$ cat config.mk
export PLATFORM = sky130hd
export DESIGN_NAME = median_window_ctrl
export DESIGN_NICKNAME = d
export VERILOG_FILES = /design/src/rtl/median_pkg.sv /design/src/rtl/median5_net.sv /design/src/rtl/median_window_ctrl.sv
export SDC_FILE = /design/constraint.sdc
export NUM_CORES = 1
export LEC_CHECK = 0
export ABC_AREA = 1
export BUFFER_PORTS_ARGS = -buffer_cell sky130_fd_sc_hd__buf_2
export CORE_MARGIN = 5
export CORE_UTILIZATION = 60
export CTS_CLUSTER_SIZE = 28
export DETAILED_ROUTE_END_ITERATION = 10
export PLACE_DENSITY_LB_ADDON = 0.3
export SYNTH_ARGS = -nofsm -noshare
export SYNTH_HDL_FRONTEND = slang
export SYNTH_SLANG_ARGS = --single-unit
$ cat constraint.sdc
create_clock -name clk -period 13.3 [get_ports clk]
set_input_delay 1.33 -clock clk [delete_from_list [all_inputs] [get_ports clk]]
set_output_delay 1.33 -clock clk [all_outputs]
set_load 0.01 [all_outputs]
$ cat src/rtl/median_pkg.sv
// Shared types and helpers for the sliding-window median controller.
package median_pkg;

  localparam int MEDIAN_N = 5;

  typedef logic [31:0] data_t;

  typedef enum logic {
    FILL = 1'b0,
    RUN  = 1'b1
  } state_t;

  function automatic data_t umin(data_t a, data_t b);
    return (a <= b) ? a : b;
  endfunction

  function automatic data_t umax(data_t a, data_t b);
    return (a <= b) ? b : a;
  endfunction

endpackage

$ cat src/rtl/median5_net.sv
// Combinational 5-input median: 7 compare-exchanges in 5 stages.
module median5_net
  import median_pkg::*;
(
  input  data_t d0_i,
  input  data_t d1_i,
  input  data_t d2_i,
  input  data_t d3_i,
  input  data_t d4_i,
  output data_t med_o
);

  data_t a0, a1, a3, a4;
  data_t b1, b3;
  data_t c1, c2, c3;

  // Overall min/max of {d0,d1,d3,d4} are dropped: neither can be the median.
  always_comb begin
    a0    = umin(d0_i, d1_i);
    a1    = umax(d0_i, d1_i);
    a3    = umin(d3_i, d4_i);
    a4    = umax(d3_i, d4_i);
    b3    = umax(a0, a3);
    b1    = umin(a1, a4);
    c1    = umin(b1, d2_i);
    c2    = umax(b1, d2_i);
    c3    = umin(c2, b3);
    med_o = umax(c1, c3);
  end

endmodule

$ cat src/rtl/median_window_ctrl.sv
// Five-sample sliding window with warm-up, flush and a
// registered valid/ready median output.
module median_window_ctrl
  import median_pkg::*;
#(
  parameter bit PAD_MODE = 1'b0
) (
  input  logic  clk,
  input  logic  rst,
  input  logic  flush,
  input  logic  in_valid,
  output logic  in_ready,
  input  data_t in_data,
  output logic  out_valid,
  input  logic  out_ready,
  output data_t out_median
);

  data_t      win_q [MEDIAN_N];
  data_t      win_d [MEDIAN_N];
  logic [2:0] fill_q, fill_d;
  state_t     state_q, state_d;
  logic       ov_q, ov_d;
  data_t      med_q, med_d;
  data_t      net_med;
  logic       accept;
  logic       emit;

  assign in_ready = !rst && !flush
                 && (!ov_q || out_ready);
  assign accept   = in_valid && in_ready;

  always_comb begin
    win_d   = win_q;
    fill_d  = fill_q;
    state_d = state_q;
    emit    = 1'b0;
    if (accept) begin
      if (state_q == FILL && PAD_MODE) begin
        for (int i = 0; i < MEDIAN_N; i++)
          win_d[i] = in_data;
        state_d = RUN;
        emit    = 1'b1;
      end else begin
        for (int i = MEDIAN_N - 1; i > 0; i--)
          win_d[i] = win_q[i-1];
        win_d[0] = in_data;
        if (state_q == RUN) begin
          emit = 1'b1;
        end else if (fill_q == 3'(MEDIAN_N - 1)) begin
          state_d = RUN;
          fill_d  = 3'd0;
          emit    = 1'b1;
        end else begin
          fill_d = fill_q + 3'd1;
        end
      end
    end
  end

  median5_net u_net (
    .d0_i  (win_d[0]),
    .d1_i  (win_d[1]),
    .d2_i  (win_d[2]),
    .d3_i  (win_d[3]),
    .d4_i  (win_d[4]),
    .med_o (net_med)
  );

  // A fresh median always wins over draining the old one.
  assign ov_d  = emit | (ov_q & ~out_ready);
  assign med_d = emit ? net_med : med_q;

  always_ff @(posedge clk) begin
    if (rst) begin
      for (int i = 0; i < MEDIAN_N; i++)
        win_q[i] <= '0;
      fill_q  <= 3'd0;
      state_q <= FILL;
      ov_q    <= 1'b0;
      med_q   <= '0;
    end else if (flush) begin
      for (int i = 0; i < MEDIAN_N; i++)
        win_q[i] <= '0;
      fill_q  <= 3'd0;
      state_q <= FILL;
      ov_q    <= 1'b0;
    end else begin
      win_q   <= win_d;
      fill_q  <= fill_d;
      state_q <= state_d;
      ov_q    <= ov_d;
      med_q   <= med_d;
    end
  end

  assign out_valid  = ov_q;
  assign out_median = med_q;

endmodule

Yosys cells after proc, flatten, opt, wreduce, memory -nomap -nowiden
Index checks and enable logic that the tools add are counted.
Widths: inputs -> output; s select.

operators by class
  add/subtract/negate cells = 1
  $lt $le $gt $ge = 7
  equality and inequality tests = 1
  mux-type cells = 15
  bitwise logic cells = 5
  reductions and logical operators = 10

operators with widths
  cell                 number
  $mux 32              10
  $le 32x32->1         7
  $mux 160             1
  $reduce_and 2->1     2
  $add 3x1->3 const B  1
  $eq 3x3->1 const B   1
  $logic_and 1x1->1    3
  $logic_not 1->1      3
  $mux 1               3
  $mux 3               1
  $not 1->1            3
  $reduce_or 2->1      1
  $and 1x1->1          1
  $logic_or 1x1->1     1
  $or 1x1->1           1

storage, ports and cells
  bits in registers = 197
  output and inout bits = 34
  word-level logic and storage cells = 48

Logic depth before layout (Yosys ltp)
  depth in word-level cells = 15
  mapped depth = 89
  depth with buffers taken out = 79

Cells and area by module
Synthesis repeated with hierarchy kept, for this count alone.

unflattened totals
  cell total of the unflattened synthesis = 2886
  area, all modules = 17678.2 sq um

by module, submodules not included
  module              instances  cells each  area each (sq um)  seq. area each (sq um)
  median5_net         1          1627        9419.0             0.0
  median_window_ctrl  1          1259        8259.2             3943.8

Least setup slack after synthesis
OpenSTA, ideal clock, no wires.

  kind = input to register
  start point = input rst
  end point = register med_q[24] (netlist: out_median[24])
  library setup time = 66 ps
  arrival time = 11510 ps
  path slack = 1724 ps
  stages = 74
  path buffers = 13
  path through = buf_6 > nor2_8 > nand3_4 > buf_6 > clkbuf_1 > clkbuf_1 > clkbuf_1 > o21ai_0 > inv_1 > ha_1 > nand4_1 > nor4_1 > nor4b_1 > nand4_1 > nand2_2 > buf_4 > clkbuf_1 > nand2_1 > [38 not listed] > and2_1 > ha_1 > nand2_1 > inv_1 > a221oi_1 > o221ai_1 > nand2_1 > o2111ai_1 > nand2_1 > o211ai_1 > nand2_1 > o2111ai_1 > nand2_1 > clkbuf_1 > o21ai_0 > inv_1 > nand2_1 > a21oi_2

between the ends
  word-level cells in the longest chain between the ends = 15
  elaborated cells between the ends (all ways) = 24
  those cells by class = 7 x order compare; 12 x mux; 5 x reduce/logical

RTL lines
  what                  RTL line                            text
  start, declared       median_window_ctrl.sv:9             input logic rst,
  $logic_not 1->1 *     median_window_ctrl.sv:29            assign in_ready = !rst && !flush
  $logic_and 1x1->1 *   median_window_ctrl.sv:29
  $logic_and 1x1->1 *   median_window_ctrl.sv:30            && (!ov_q || out_ready);
  $logic_and 1x1->1 *   median_window_ctrl.sv:31            assign accept = in_valid && in_ready;
  $mux 160 *            median_window_ctrl.sv:38            if (accept) begin
  via u_net.d3_i[31]    median5_net.sv:8                    input data_t d3_i,
  $le 32x32->1          median_pkg.sv:14, median_pkg.sv:18
  $mux 32               median_pkg.sv:18                    return (a <= b) ? b : a;
  $le 32x32->1          median_pkg.sv:14                    return (a <= b) ? a : b;
  $mux 32               median_pkg.sv:14
  $le 32x32->1          median_pkg.sv:14, median_pkg.sv:18
  $mux 32               median_pkg.sv:18
  $le 32x32->1          median_pkg.sv:14
  $mux 32               median_pkg.sv:14
  $le 32x32->1          median_pkg.sv:18
  $mux 32 *             median_pkg.sv:18
  end signal, assigned  median_window_ctrl.sv:93            med_q <= med_d;
  end, declared         median_window_ctrl.sv:24            data_t med_q, med_d;

The timed path passes the listed nets; every way through them passes the cells marked *.
A chain may end at the register's enable or synchronous reset.

Worst setup path in the final report
  start point = input rst
  end point = register med_q[26] (netlist: out_median[26])

The elaborated chain is that of the path after synthesis.

==> reports/results.ini <==
[critical_path]
worst_ep_arrival_time_ns=12.90
critPathLaunchType=primary input
crit_top_cell=nand2_1
slowest_delay_ns=0.56
worstSetupPathType=in2reg
critPathSlowestCell=o21ai_0
critical_path.endpoint_type=register
critPathMaxFanout=107
worstPathRequired_ns=13.68

[cells_and_area]
layout_commonest_cell=nand2_1
multiInputGateArea_um2=10600
regArea_um2=3940
final_area_um2=17300
fin_cells=2761
final_cell_mix=nand2_1 (582), o21ai_0 (336), inv_1 (225)
drive_gt1_share_pct=8.00
syn_to_final_growth_pct=8.83
fill_cells=2382
fin_nets=2672
n_antenna_cell=0
fin_util_pct=66.3

[timing]
max_clock_freq_mhz=79.9
clock_skew_ns=0.0127
slew_violations=0
setup_ws_ns=0.784
slew_headroom_pct=27.4
finalSetupViolations=0
setup_tns_ns=0
hold_viol=0
tightest_slew_ns=1.08
fin_crit_sh_pct=94.1
period_minus_slack_ns=12.52
fin_hold_ws_ns=0.463

[routing]
via_count=16100
post_drt_wl_per_cell_um=16.7
drt_iter0_markers=1842
dr.pass1.iters=7
drtAntennaViolNets=0
vias_per_cell=5.83
drc=0
wl_um=46200

[die]
coreArea_um2=26100
die_w_um=173
initial_core_util_pct=60.9
dieArea_um2=29800
die_y_um=173
row_count=59
num_io_pins=71

[cts]
clk_pin_slew_ns=0.08
cts.path.max_buffers=2
clock_sinks=197
postCtsHoldBufs=0
insertion_delay_ns=0.45
cts_htree_levels=4
cts-buffers-inserted=17
cts.root.buffer_cell=clkbuf_16
cts_tree=yes

[logic_synthesis]
synth_top_cell_by_area=dfxtp_1
synth.distinct_cells=40
synthCells=2397
yosysWarnings=0
synth_fp_nets=2656
ys_ff_latch=197
syn_avg_cell_area_um2=6.63
netlist_area_um2=15900
seq_area_frac_synth_pct=24.8
synth_top_area_share_pct=24.8
synth_area_leaders=dfxtp_1 (25%), ha_1 (17%), nand2_1 (14%)

[place]
port_buffers=70
hpwl_um=36100
dp_slack_ns=0.0799
place.gp.congestion=1.01
place_inst=2719
place_area_um2=16500

[flow_run]
max_cap_violations=0

[pwr]
ir_worst_vdd_uv=370
power.density_nw_per_um2=168
leakage_nw=8.30
finalPower_mw=2.91

[status]
status=completed

[grt]
grt_pass1_wl_um=73600
grt_pass1_vias=14100
track_usage_pct=29.8
antenna_found_initial=0
grt_max_degree=108
grt_overflow_total=0

[worst_hold_path]
min_path_type=reg2reg

power by group:
group | total (mW) | internal (mW) | switching [mW]
Combinational | 1.76 | 0.588 | 1.17
Sequential | 0.596 | 0.594 | 0.00184
Clock | 0.552 | 0.272 | 0.280
flip-flops by register name (all words and copies together), names as in the netlist:
name and count:
fill_q 3, out_valid 1, state_q 1, out_median 32, win_q 160
area by class of cell:
| type | count | area share, % |
|---|---|---|
| sequential | 197 | 22.8 |
| timing repair buffer | 120 | 4.94 |
| inverter | 230 | 5.07 |
| clock inverter | 14 | 1.06 |
| multi-input combinational | 1847 | 61.2 |
| clock buffer | 18 | 2.48 |
| tap | 335 | 2.43 |
logic make-up after synthesis:
group / count (synthesis) / share of synthesized area [%]
AO/OA/AOI/OAI: 576 / 19.1
flip-flops: 197 / 24.8
XOR/XNOR: 1 / 0.0552
multiplexers: 56 / 3.53
buffers and inverters: 354 / 8.86
AND/OR/NAND/NOR: 991 / 26.1
adder cells (fa/ha/maj): 222 / 17.5
cell usage after synthesis (all sizes together):
library cell and number:
nor3 16, a311oi 1, o221ai 10, nor4 5, ha 222, o21a 7, o221a 2, or2 13
o21ai 396, nand4 36, clkinv 1, o211ai 2, xor2 1, nand2 595, o21bai 4, nand3 95
a211oi 15, and2 31, nor2 198, clkbuf 81, mux2i 56, and3 1, nor4b 1, o2111ai 3
a21oi 134, a221oi 2, inv 229, dfxtp 197, buf 43
layer usage:
| metal | global-route usage, % | routed length (um) |
|---|---|---|
| met5 | 0 | 0 |
| met4 | 6.35 | 944 |
| met3 | 7.12 | 5170 |
| met2 | 43.7 | 18700 |
| met1 | 44.4 | 21400 |
final timing paths:
kind | start | end | cells past startpoint | slack [ns]
max | rst | out_median[26] | 69 | 0.78
max reg2reg | out_valid | out_median[26] | 68 | 1.50
min reg2reg | out_median[18] | out_median[18] | 2 | 0.46
min | out_median[18] | out_median[18] | 2 | 0.46
worst max-delay path, delay by kind of cell:
family,cells,cell delay [ns]
adder cells (fa/ha/maj),5,1.40
buffers and inverters,13,2.23
AO/OA/AOI/OAI,21,4.02
AND/OR/NAND/NOR,30,3.81
what timing repair did:
action                                 in CTS  in global routing
setup buffers                               0                  9
resized for setup                           0                 25
setup endpoints to repair                   0                 32
endpoints found under the hold margin       0                  0
Power figures use the tool's default switching activity.
